$ cat src/rtl/mul_seq_16.sv
// Sequential radix-2 shift-and-add unsigned multiplier (WIDTH x WIDTH -> 2*WIDTH).
// The adder is external: operands go out on add_in*, sum/carry come back the same cycle.
module mul_seq_16 #(
  parameter int WIDTH = 16
) (
  input  logic               clk,
  input  logic               rst_n,
  input  logic               start,
  input  logic [WIDTH-1:0]   op_a,
  input  logic [WIDTH-1:0]   op_b,
  output logic               busy,
  output logic               done,
  output logic [2*WIDTH-1:0] product,
  output logic [WIDTH-1:0]   add_in1,
  output logic [WIDTH-1:0]   add_in2,
  output logic               add_cin,
  input  logic [WIDTH-1:0]   add_sum,
  input  logic               add_cout
);

  localparam int CW = $clog2(WIDTH + 1);

  typedef enum logic [1:0] {IDLE, CALC, DONE} state_t;

  state_t           state_q, state_d;
  logic [WIDTH-1:0] mcand, acc_hi, mq;
  logic [CW-1:0]    cnt;
  logic             last;

  assign last    = (cnt == CW'(WIDTH - 1));
  assign add_cin = 1'b0;

  always_ff @(posedge clk or negedge rst_n) begin
    if (!rst_n) state_q <= IDLE;
    else        state_q <= state_d;
  end

  always_comb begin
    state_d = state_q;
    busy    = 1'b0;
    done    = 1'b0;
    add_in1 = '0;
    add_in2 = '0;
    case (state_q)
      IDLE: if (start) state_d = CALC;
      CALC: begin
        busy    = 1'b1;
        add_in1 = acc_hi;
        add_in2 = mq[0] ? mcand : '0;
        if (last) state_d = DONE;
      end
      DONE: begin
        done    = 1'b1;
        state_d = IDLE;
      end
      default: state_d = IDLE;
    endcase
  end

  // Each CALC cycle adds the gated multiplicand into the high half, then shifts
  // {carry, sum, mq} right by one; the sum LSB becomes the next product bit.
  always_ff @(posedge clk or negedge rst_n) begin
    if (!rst_n) begin
      mcand   <= '0;
      acc_hi  <= '0;
      mq      <= '0;
      cnt     <= '0;
      product <= '0;
    end else begin
      case (state_q)
        IDLE: if (start) begin
          mcand  <= op_a;
          mq     <= op_b;
          acc_hi <= '0;
          cnt    <= '0;
        end
        CALC: begin
          acc_hi <= {add_cout, add_sum[WIDTH-1:1]};
          mq     <= {add_sum[0], mq[WIDTH-1:1]};
          cnt    <= cnt + CW'(1);
          if (last) product <= {add_cout, add_sum, mq[WIDTH-1:1]};
        end
        default: ;
      endcase
    end
  end

endmodule

$ cat config.mk
export PLATFORM = sky130hd
export DESIGN_NAME = mul_seq_16
export DESIGN_NICKNAME = d
export VERILOG_FILES = /design/src/rtl/mul_seq_16.sv
export SDC_FILE = /design/constraint.sdc
export NUM_CORES = 1
export LEC_CHECK = 0
export CAP_MARGIN = 20
export CORE_MARGIN = 4
export CORE_UTILIZATION = 49
export CTS_BUF_LIST = sky130_fd_sc_hd__clkbuf_4 sky130_fd_sc_hd__clkbuf_8 sky130_fd_sc_hd__clkbuf_16
export DETAILED_ROUTE_END_ITERATION = 8
export PLACE_DENSITY = 0.87
export SYNTH_ARGS = -nofsm -noshare
export SYNTH_HDL_FRONTEND = slang
export SYNTH_SLANG_ARGS = --single-unit
$ cat constraint.sdc
create_clock -name clk -period 5.6 [get_ports clk]
set_clock_uncertainty 0.15 [all_clocks]
set_input_delay 1.4 -clock clk [delete_from_list [all_inputs] [get_ports clk]]
set_output_delay 1.4 -clock clk [all_outputs]
set_load 0.05 [all_outputs]
==> results.py, run 1 <==
metrics = {
    "run": {
        "max-cap-violations": 0,
    },
    "global_routing": {
        "antenna_found_initial": 0,
        "first_global_vias": 2621,
        "met2_usage": 0.289,
        "grt_remaining_overflow": 0,
        "grt_pass1_wl_um": 12900,
        "globalRouteMet3Util": 0.0361,
        "grt.met1_usage": 0.261,
        "top_usage_layer_grt": "met2",
        "grtUsageTotal": 0.187,
        "grt_max_degree": 88,
    },
    "placed_design": {
        "hpwl_um": 5380,
        "dpl_cell_area_um2": 4790,
        "portBuffers": 117,
        "finalWeightedCongestion": 0.742,
    },
    "route": {
        "first_pass_iters": 5,
        "initialDrtViolationCount": 104,
        "antenna_violating_nets_post_route": 0,
        "drt-total-wl_um": 7900,
        "routed_length_per_instance_um": 16.1,
        "detailroute.via_count": 2578,
        "via_density_per_instance": 5.27,
        "drcViolationCount": 0,
    },
    "critical_path": {
        "timing.critical_path.to": "add_in2[10]",
        "timing.critical_path.slowest_cell_delay_ns": 0.84,
        "critical_path.startpoint": "state_q[0]$_DFFE_PN0P_",
        "path_cells": "nand2b_1 > inv_2 > and3_1 > clkdlybuf4s50_1",
        "setup.worst_path.class": "register to output pin",
        "path_depth": 4,
        "setup.worst_path.end_class": "output pin",
        "regToRegSetupSlack_ns": 2.55,
        "critPathArrivalTime_ns": 3.11,
        "cpLargestDelayFamily": "buffers and inverters",
        "r2r-end": "product[27]$_DFFE_PN0P_",
        "critPathLaunchType": "register",
        "ff2ff_path_depth": 4,
        "worstPathMaxFanout": 54,
        "worst_path_buf_inv": 2,
        "worst_path_max_delay_cell": "clkdlybuf4s50_1",
        "rr_startpoint": "state_q[0]$_DFFE_PN0P_",
        "crit_required_ns": 4.05,
    },
    "floorplan": {
        "placeableCoreArea_um2": 6980,
        "die_height_um": 93.7,
        "std_cell_rows": 30,
        "die_width_um": 93.7,
        "die_area_um2": 8780,
        "initial_standard_cell_utilization_of_the_core": 0.516,
        "pin_count": 119,
    },
    "cts": {
        "cts_setup_buffers": 0,
        "holdBufCountCts": 0,
        "tritoncts_num_sinks": 87,
        "cts-root-to-sink-buffers": 2,
        "cts_root_buf": "clkbuf_8",
        "skew_pair_late_insertion_delay_ns": 0.35,
        "clock_tree_from_tritoncts": "yes",
        "tritoncts.num_buffers": 9,
        "clkSlewWorstSetupHoldPaths_ns": 0.08,
        "cts-resized-gates": 0,
        "cts_max_level": 3,
    },
    "power_and_ir_drop": {
        "peakVddDrop_v": 0.000365,
        "power.density_nw_per_um2": 676,
        "leakagePower_uw": 0.00216,
    },
    "synth": {
        "post_synth.cell_area_avg_um2": 13.0,
        "ys_seq_elements": 87,
        "mux_share_of_post_synthesis_cell_area": 0.156,
        "synth.area.top_cells": "dfrtp_1, mux2_2, a22o_1, a22oi_1, and3_1",
        "adder_cell_area_share_of_the_yosys_netlist": 0.00695,
        "synth_top_family_by_area": "multiplexers",
        "fraction_of_the_mapped_netlist_area_in_simple_logic_gates": 0.0928,
        "postSynthCellCount": 277,
        "synth-seq-area-share": 0.605,
        "post-synth-top-area-fraction": 0.605,
        "postSynthNetCount": 331,
        "compound_cell_area_share_of_the_yosys_netlist": 0.106,
        "syn_area_um2": 3600,
        "synth-xor-area-share": 0,
        "synth_top_cell_by_area": "dfrtp_1",
        "synth-warning-count": 0,
        "post_synth_num_cell_types": 27,
    },
    "final_layout": {
        "final_stage_net_count": 442,
        "mostFrequentLayoutCells": "clkdlybuf4s50_1, dfrtp_1, mux2_2",
        "mostFrequentLayoutCell": "clkdlybuf4s50_1",
        "layout-area-overhead-vs-synth_pct": 39.7,
        "final_layout_size_suffix_gt1_frac": 0.183,
        "antenna-diode-count": 0,
        "fillCellCount": 491,
        "final_area_um2": 5030,
    },
    "sta": {
        "setup_viol": 0,
        "min_period_over_period": 0.832,
        "slew_viol_final": 0,
        "fin_setup_tns_ns": 0,
        "tightestPinTransition_ns": 0.845,
        "rsz0062_at_grt": "no",
        "timing.final.hold_violations": 0,
        "relSlewSlack": 0.436,
        "period_minus_slack_ns": 4.66,
        "max_freq_ghz": 0.215,
    },
    "outcome": {
        "outcome": "complete, no violations",
    },
    "min_path": {
        "hold_path.class": "register to register",
    },
}
[Yosys cell counts]
master,n
nor2b_1,2
a22oi_1,16
mux2_2,48
ha_1,2
and3_1,17
nand2_2,1
o21ai_0,17
buf_4,1
dfrtp_1,87
o21bai_1,1
inv_1,3
nand4_1,1
mux2i_1,2
nand2b_1,2
nor3b_4,1
buf_2,7
o21bai_2,1
clkbuf_1,9
conb_1,1
inv_2,1
a22o_1,17
buf_1,1
buf_6,2
o21ai_1,1
nand2_1,19
a21oi_1,1
and2_1,16
[logic make-up (layout without fill, tap and decap cells)]
family                     Yosys count  count (layout)
DFF                                 87              87
and+or+nand+nor                     59              59
AOI/OAI and AO/OA                   54              54
muxes                               50              50
buffers and inverters               24             140
adders and majority gates            2               2
other                                1               1
[registers in the layout (all words and copies together) (netlist names)]
signal   flops
acc_hi      16
state_q      2
mcand       16
product     32
mq          16
cnt          5
[power breakdown]
group / total [µW] / internal [µW] / switching (µW) / leakage (µW)
sequential: 1110 / 918 / 196 / 0.00104
combinational: 1850 / 707 / 1140 / 0.00101
clock: 440 / 224 / 217 / 0.000107
[per-layer routing]
metal	share of wire	vias up	wire, µm
li1	-	1208	-
met1	0.44	1260	3460
met2	0.47	100	3720
met3	0.076	10	597
met4	0.015	0	115
met5	0	-	0
[per-stage QoR]
step	hold slack, ns	utilization	total power (µW)	std cells	setup slack [ns]
2_1_floorplan	0.288	-	2380	277	2.30
3_3_place_gp	0.308	0.687	2930	471	1.42
3_5_place_dp	0.323	0.687	2980	471	1.31
4_1_cts	0.351	0.716	3420	487	0.939
5_1_grt	0.371	0.721	3580	489	0.762
6_report	0.347	0.721	3400	489	0.939
[layout make-up]
class / instances / area, µm² / share of cell area
clock inverters: 5 / 57.6 / 0.0114
inverters: 4 / 15.0 / 0.00298
well taps: 96 / 120 / 0.0239
multi-input cells: 166 / 1310 / 0.260
clock buffers: 11 / 145 / 0.0288
flip-flops and latches: 87 / 2180 / 0.433
repair buffers: 120 / 1210 / 0.241
[worst register-to-register path, delay by kind of cell (launching register included)]
family | cells | cell delay, ns
buffers and inverters | 1 | 0.59
muxes | 1 | 0.49
and+or+nand+nor | 2 | 0.89
DFF | 1 | 0.81
[worst min path at each step]
stage	startpoint	cells past startpoint	end	slack, ns
after detailed placement	acc_hi[0]$_DFFE_PN0P_	1	acc_hi[0]$_DFFE_PN0P_	0.32
final	acc_hi[9]$_DFFE_PN0P_	1	acc_hi[9]$_DFFE_PN0P_	0.35
after global routing	product[1]$_DFFE_PN0P_	1	product[1]$_DFFE_PN0P_	0.37
after global placement	cnt[3]$_DFFE_PN0P_	1	cnt[3]$_DFFE_PN0P_	0.31
after CTS	acc_hi[0]$_DFFE_PN0P_	1	acc_hi[0]$_DFFE_PN0P_	0.35
after floorplan	cnt[3]$_DFFE_PN0P_	1	cnt[3]$_DFFE_PN0P_	0.29
Power figures use the tool's default switching activity.
==> run 2: changes to the inputs <==
--- a/config.mk
+++ b/config.mk
@@ -7,10 +7,10 @@
 export LEC_CHECK = 0
 export CAP_MARGIN = 20
 export CORE_MARGIN = 4
-export CORE_UTILIZATION = 49
+export CORE_UTILIZATION = 46
 export CTS_BUF_LIST = sky130_fd_sc_hd__clkbuf_4 sky130_fd_sc_hd__clkbuf_8 sky130_fd_sc_hd__clkbuf_16
 export DETAILED_ROUTE_END_ITERATION = 8
-export PLACE_DENSITY = 0.87
+export PLACE_DENSITY = 0.82
 export SYNTH_ARGS = -nofsm -noshare
 export SYNTH_HDL_FRONTEND = slang
 export SYNTH_SLANG_ARGS = --single-unit
==> constraint.sdc (replaced) <==
create_clock -name clk -period 4.9 [get_ports clk]
set_clock_uncertainty 0.15 [all_clocks]
set_input_delay 1.225 -clock clk [delete_from_list [all_inputs] [get_ports clk]]
set_output_delay 1.225 -clock clk [all_outputs]
set_load 0.05 [all_outputs]
==> run 2 against run 1 <==
Worst hold slack worse by 0.012 ns. Critical endpoint is now add_in2[13]. Critical path depth up 1. Sequential share of layout area about the same. Largest cell class unchanged. Core utilization down 4.5 points.
==> results.py, run 2 (same netlist as run 1, synthesis figures left out) <==
metrics = {
    "placed_design": {
        "finalWeightedCongestion": 0.748,
        "dp_slack_ns": 1.15,
        "portBuffers": 117,
        "hpwl_um": 5570,
    },
    "cts": {
        "skew_pair_late_insertion_delay_ns": 0.35,
        "tritoncts.num_buffers": 9,
        "clkSlewWorstSetupHoldPaths_ns": 0.09,
        "cts-resized-gates": 0,
        "holdBufCountCts": 0,
        "cts_max_level": 3,
        "cts_setup_buffers": 0,
        "cts_root_buf": "clkbuf_8",
        "clock_tree_from_tritoncts": "yes",
        "cts-root-to-sink-buffers": 2,
        "tritoncts_num_sinks": 87,
    },
    "route": {
        "antenna_violating_nets_post_route": 0,
        "detailroute.via_count": 2568,
        "drcViolationCount": 0,
        "drt-total-wl_um": 8140,
        "via_density_per_instance": 5.21,
        "first_pass_iters": 4,
        "routed_length_per_instance_um": 16.5,
        "initialDrtViolationCount": 119,
    },
    "sta": {
        "timing.final.hold_violations": 0,
        "min_period_over_period": 0.840,
        "relSlewSlack": 0.435,
        "layout_setup_ws_ns": 0.782,
        "setup_viol": 0,
        "max_freq_ghz": 0.243,
        "fin_setup_tns_ns": 0,
        "slew_viol_final": 0,
        "period_minus_slack_ns": 4.12,
        "tightestPinTransition_ns": 0.846,
        "rsz0062_at_grt": "no",
    },
    "critical_path": {
        "worst_path_max_delay_cell": "clkdlybuf4s50_1",
        "crit_required_ns": 3.52,
        "path_cells": "buf_4 > nand2b_1 > inv_2 > and3_1 > clkdlybuf4s50_1",
        "cpLargestDelayFamily": "buffers and inverters",
        "worstPathMaxFanout": 54,
        "setup.worst_path.end_class": "output pin",
        "worst_path_buf_inv": 3,
        "critPathLaunchType": "register",
        "timing.critical_path.slowest_cell_delay_ns": 0.81,
        "setup.worst_path.class": "register to output pin",
        "critPathArrivalTime_ns": 2.74,
    },
    "final_layout": {
        "mostFrequentLayoutCell": "clkdlybuf4s50_1",
        "antenna-diode-count": 0,
        "regMostFlops": "product",
        "layout-area-overhead-vs-synth_pct": 39.8,
        "final_stage_net_count": 444,
        "regArea_um2": 2180,
        "final_layout_size_suffix_gt1_frac": 0.185,
        "mostFrequentLayoutCells": "clkdlybuf4s50_1, dfrtp_1, mux2_2",
        "multiInputGateArea_um2": 1310,
        "fillCellCount": 536,
        "largest_reg_flops": 32,
    },
    "power_and_ir_drop": {
        "power.density_nw_per_um2": 771,
        "peakVddDrop_v": 0.000407,
        "leakagePower_uw": 0.00216,
    },
    "floorplan": {
        "die_area_um2": 9310,
        "initial_standard_cell_utilization_of_the_core": 0.484,
        "placeableCoreArea_um2": 7450,
        "die_height_um": 96.5,
        "std_cell_rows": 31,
        "die_width_um": 96.5,
        "pin_count": 119,
    },
    "global_routing": {
        "first_global_vias": 2620,
        "grtUsageTotal": 0.184,
        "grt_pass1_wl_um": 13000,
        "antenna_found_initial": 0,
        "grt_remaining_overflow": 0,
        "grt_max_degree": 88,
    },
    "min_path": {
        "hold_path.class": "register to register",
    },
    "run": {
        "max-cap-violations": 0,
    },
    "outcome": {
        "outcome": "complete, no violations",
    },
}
-- run 2: cell count changes in the layout (fill, tap and decap cells not counted), sizes merged --
cell,before,now
clkinv,4,5
clkbuf,11,9
buf,4,6
-- run 2: layer usage --
metal,vias to the layer above,wire [µm],GRT usage
li1,1201,-,-
met1,1271,3390,0.234
met2,88,4000,0.291
met3,8,652,0.0744
met4,0,97,0.0537
met5,-,0,0
-- run 2: metrics by stage --
step                instance area [µm²]  hold slack (ns)   util  total power (µW)  std cells
CTS                                5000            0.342  0.671              3910        491
finish                             5030            0.335  0.676              3880        493
global route                       5030            0.364  0.676              4100        493
global placement                   4810            0.308  0.646              3360        476
floorplan                          3600            0.288      -              2720        277
detailed placement                 4810            0.325  0.646              3430        476
-- run 2: final timing paths --
check,slack [ns],start,cells after the start,end
setup / recovery,0.78,state_q[1]$_DFFE_PN0P_,5,add_in2[13]
hold / removal,0.34,cnt[3]$_DFFE_PN0P_,1,cnt[3]$_DFFE_PN0P_
setup reg to reg,2.16,state_q[1]$_DFFE_PN0P_,5,product[19]$_DFFE_PN0P_
hold reg to reg,0.34,cnt[3]$_DFFE_PN0P_,1,cnt[3]$_DFFE_PN0P_
max in group asynchronous,3.43,rst_n,2,acc_hi[2]$_DFFE_PN0P_
min in group asynchronous,0.56,rst_n,1,product[2]$_DFFE_PN0P_
-- run 2: cell type report --
class,instances,area share
multi-input combinational,166,0.259
sequential,87,0.432
timing repair buffer,122,0.244
clock buffer,9,0.0246
inverter,4,0.00298
clock inverter,6,0.0124
tap,99,0.0246
-- run 2: report_power, final --
group          switching, µW  internal [µW]  leakage [µW]
Combinational           1340            813       0.00102
Sequential               200           1050       0.00104
Clock                    246            232     0.0000988
==> run 3: changes to the inputs <==
--- a/config.mk
+++ b/config.mk
@@ -7,10 +7,10 @@
 export LEC_CHECK = 0
 export CAP_MARGIN = 20
 export CORE_MARGIN = 4
-export CORE_UTILIZATION = 46
+export CORE_UTILIZATION = 41
 export CTS_BUF_LIST = sky130_fd_sc_hd__clkbuf_4 sky130_fd_sc_hd__clkbuf_8 sky130_fd_sc_hd__clkbuf_16
 export DETAILED_ROUTE_END_ITERATION = 8
-export PLACE_DENSITY = 0.82
+export PLACE_DENSITY = 0.78
 export SYNTH_ARGS = -nofsm -noshare
 export SYNTH_HDL_FRONTEND = slang
 export SYNTH_SLANG_ARGS = --single-unit
==> constraint.sdc (replaced) <==
create_clock -name clk -period 3.7 [get_ports clk]
set_clock_uncertainty 0.15 [all_clocks]
set_input_delay 0.925 -clock clk [delete_from_list [all_inputs] [get_ports clk]]
set_output_delay 0.925 -clock clk [all_outputs]
set_load 0.05 [all_outputs]
==> run 3 against run 2 <==
Sequential share of layout area shrank 2.8 points. Global-route usage fell by 1.6 points. Critical path depth decreased by 1. Via count rose by 0.86%. Setup slack lost 0.42 ns. Sequential cell count did not move. Total power is 43% higher. Cell count rose by 1.8%. Combinational power rose by 51%. Routed wire length increased by 2.3%. Critical path type unchanged. Largest cell class unchanged. Largest power group unchanged.
==> results.py, run 3 (same netlist as run 1, synthesis figures left out) <==
metrics = {
    "critical_path": {
        "setup.worst_path.end_class": "output pin",
        "rr_startpoint": "state_q[1]$_DFFE_PN0P_",
        "critPathLaunchType": "register",
        "ff2ff_path_depth": 6,
        "setup.worst_path.class": "register to output pin",
        "critical_path.startpoint": "state_q[1]$_DFFE_PN0P_",
        "path_cells": "nand2b_1 > inv_2 > and3_1 > buf_12",
        "crit_required_ns": 2.62,
        "r2r-end": "product[4]$_DFFE_PN0P_",
        "regToRegSetupSlack_ns": 0.86,
        "timing.critical_path.slowest_cell_delay_ns": 0.60,
        "worst_path_max_delay_cell": "dfrtp_1",
        "timing.critical_path.to": "add_in2[9]",
        "worstPathMaxFanout": 50,
        "critPathArrivalTime_ns": 2.27,
    },
    "power_and_ir_drop": {
        "leakagePower_uw": 0.00233,
        "peakVddDrop_v": 0.000518,
        "power.density_nw_per_um2": 1030,
    },
    "cts": {
        "cts-resized-gates": 0,
        "tritoncts.num_buffers": 9,
        "cts_max_level": 3,
        "clock_tree_from_tritoncts": "yes",
        "clkSlewWorstSetupHoldPaths_ns": 0.09,
        "holdBufCountCts": 0,
        "cts_root_buf": "clkbuf_8",
        "cts-root-to-sink-buffers": 2,
        "skew_pair_late_insertion_delay_ns": 0.34,
        "cts_setup_buffers": 0,
        "tritoncts_num_sinks": 87,
    },
    "final_layout": {
        "fillCellCount": 656,
        "final_stage_net_count": 446,
        "largest_reg_flops": 32,
        "layout-area-overhead-vs-synth_pct": 49.5,
        "regMostFlops": "product",
        "antenna-diode-count": 0,
        "mostFrequentLayoutCells": "dfrtp_1, clkdlybuf4s50_1, mux2_2",
        "fin_util": 0.642,
        "mostFrequentLayoutCell": "dfrtp_1",
        "final_layout_size_suffix_gt1_frac": 0.275,
    },
    "floorplan": {
        "placeableCoreArea_um2": 8380,
        "die_height_um": 102,
        "die_area_um2": 10300,
        "die_width_um": 102,
        "pin_count": 119,
        "initial_standard_cell_utilization_of_the_core": 0.430,
        "std_cell_rows": 33,
    },
    "placed_design": {
        "finalWeightedCongestion": 0.737,
        "hpwl_um": 5730,
        "portBuffers": 117,
    },
    "global_routing": {
        "antenna_found_initial": 0,
        "grtUsageTotal": 0.168,
        "first_global_vias": 2657,
        "grt_remaining_overflow": 0,
        "grt_max_degree": 88,
        "grt_pass1_wl_um": 13500,
    },
    "route": {
        "detailroute.via_count": 2590,
        "first_pass_iters": 4,
        "drcViolationCount": 0,
        "via_density_per_instance": 5.16,
        "drt-total-wl_um": 8330,
        "top_layer": "met4",
        "met3_length_um": 578,
        "routed_length_per_instance_um": 16.6,
        "initialDrtViolationCount": 58,
        "antenna_violating_nets_post_route": 0,
        "met2_wirelength_um": 4080,
        "wl_met1_um": 3580,
    },
    "sta": {
        "rsz0062_at_grt": "no",
        "fin_setup_tns_ns": 0,
        "period_minus_slack_ns": 3.34,
        "max_freq_ghz": 0.299,
        "relSlewSlack": 0.528,
        "timing.final.hold_violations": 0,
        "min_period_over_period": 0.903,
        "slew_viol_final": 0,
        "setup_viol": 0,
        "tightestPinTransition_ns": 0.708,
    },
    "min_path": {
        "hold_path.class": "primary input to async pin",
    },
    "run": {
        "max-cap-violations": 0,
    },
    "outcome": {
        "outcome": "complete, no violations",
    },
}
==> run 3: where the power goes <==
part,total [µW],leakage [µW],switching [µW],internal [µW]
logic,3250,0.00119,1850,1390
registers,1660,0.00104,267,1390
clock network,651,0.0000956,338,313
==> run 3: metal layers <==
metal  vias to the layer above  GRT usage
met1                      1291      0.227
met5                         -          0
met3                         8     0.0379
met2                        81      0.269
met4                         0     0.0552
li1                       1210          -
==> run 3: area by class of cell <==
type	instances	area [µm²]	area share
clock inverters	7	72.6	0.0135
well taps	105	131	0.0244
clock buffers	9	124	0.0230
flip-flops and latches	87	2180	0.404
inverters	4	15.0	0.00279
multi-input cells	166	1310	0.243
repair buffers	124	1560	0.289
==> run 3: through the flow <==
stage / total power, µW / worst slack (ns) / hold slack [ns] / std cells / area (µm²)
global route: 5840 / 0.169 / 0.292 / 502 / 5390
detailed placement: 4950 / 0.719 / 0.323 / 485 / 5160
CTS: 5610 / 0.335 / 0.341 / 501 / 5360
finish: 5560 / 0.360 / 0.298 / 502 / 5390
global placement: 4870 / 0.776 / 0.312 / 485 / 5160
floorplan: 3600 / 0.870 / 0.288 / 277 / 3600
==> run 3: worst min path at each step <==
stage,from,to,slack (ns)
6_report,rst_n,product[22]$_DFFE_PN0P_,0.30
5_1_grt,rst_n,mcand[0]$_DFFE_PN0P_,0.29
4_1_cts,cnt[3]$_DFFE_PN0P_,cnt[3]$_DFFE_PN0P_,0.34
3_5_place_dp,cnt[4]$_DFFE_PN0P_,cnt[4]$_DFFE_PN0P_,0.32
3_3_place_gp,cnt[3]$_DFFE_PN0P_,cnt[3]$_DFFE_PN0P_,0.31
2_1_floorplan,cnt[3]$_DFFE_PN0P_,cnt[3]$_DFFE_PN0P_,0.29
==> run 3: worst max-delay path: cells and delay by family (launching register included) <==
kind,cells,cell delay [ns]
buffers and inverters,2,0.69
flip-flops,1,0.60
AND/OR/NAND/NOR,2,0.61
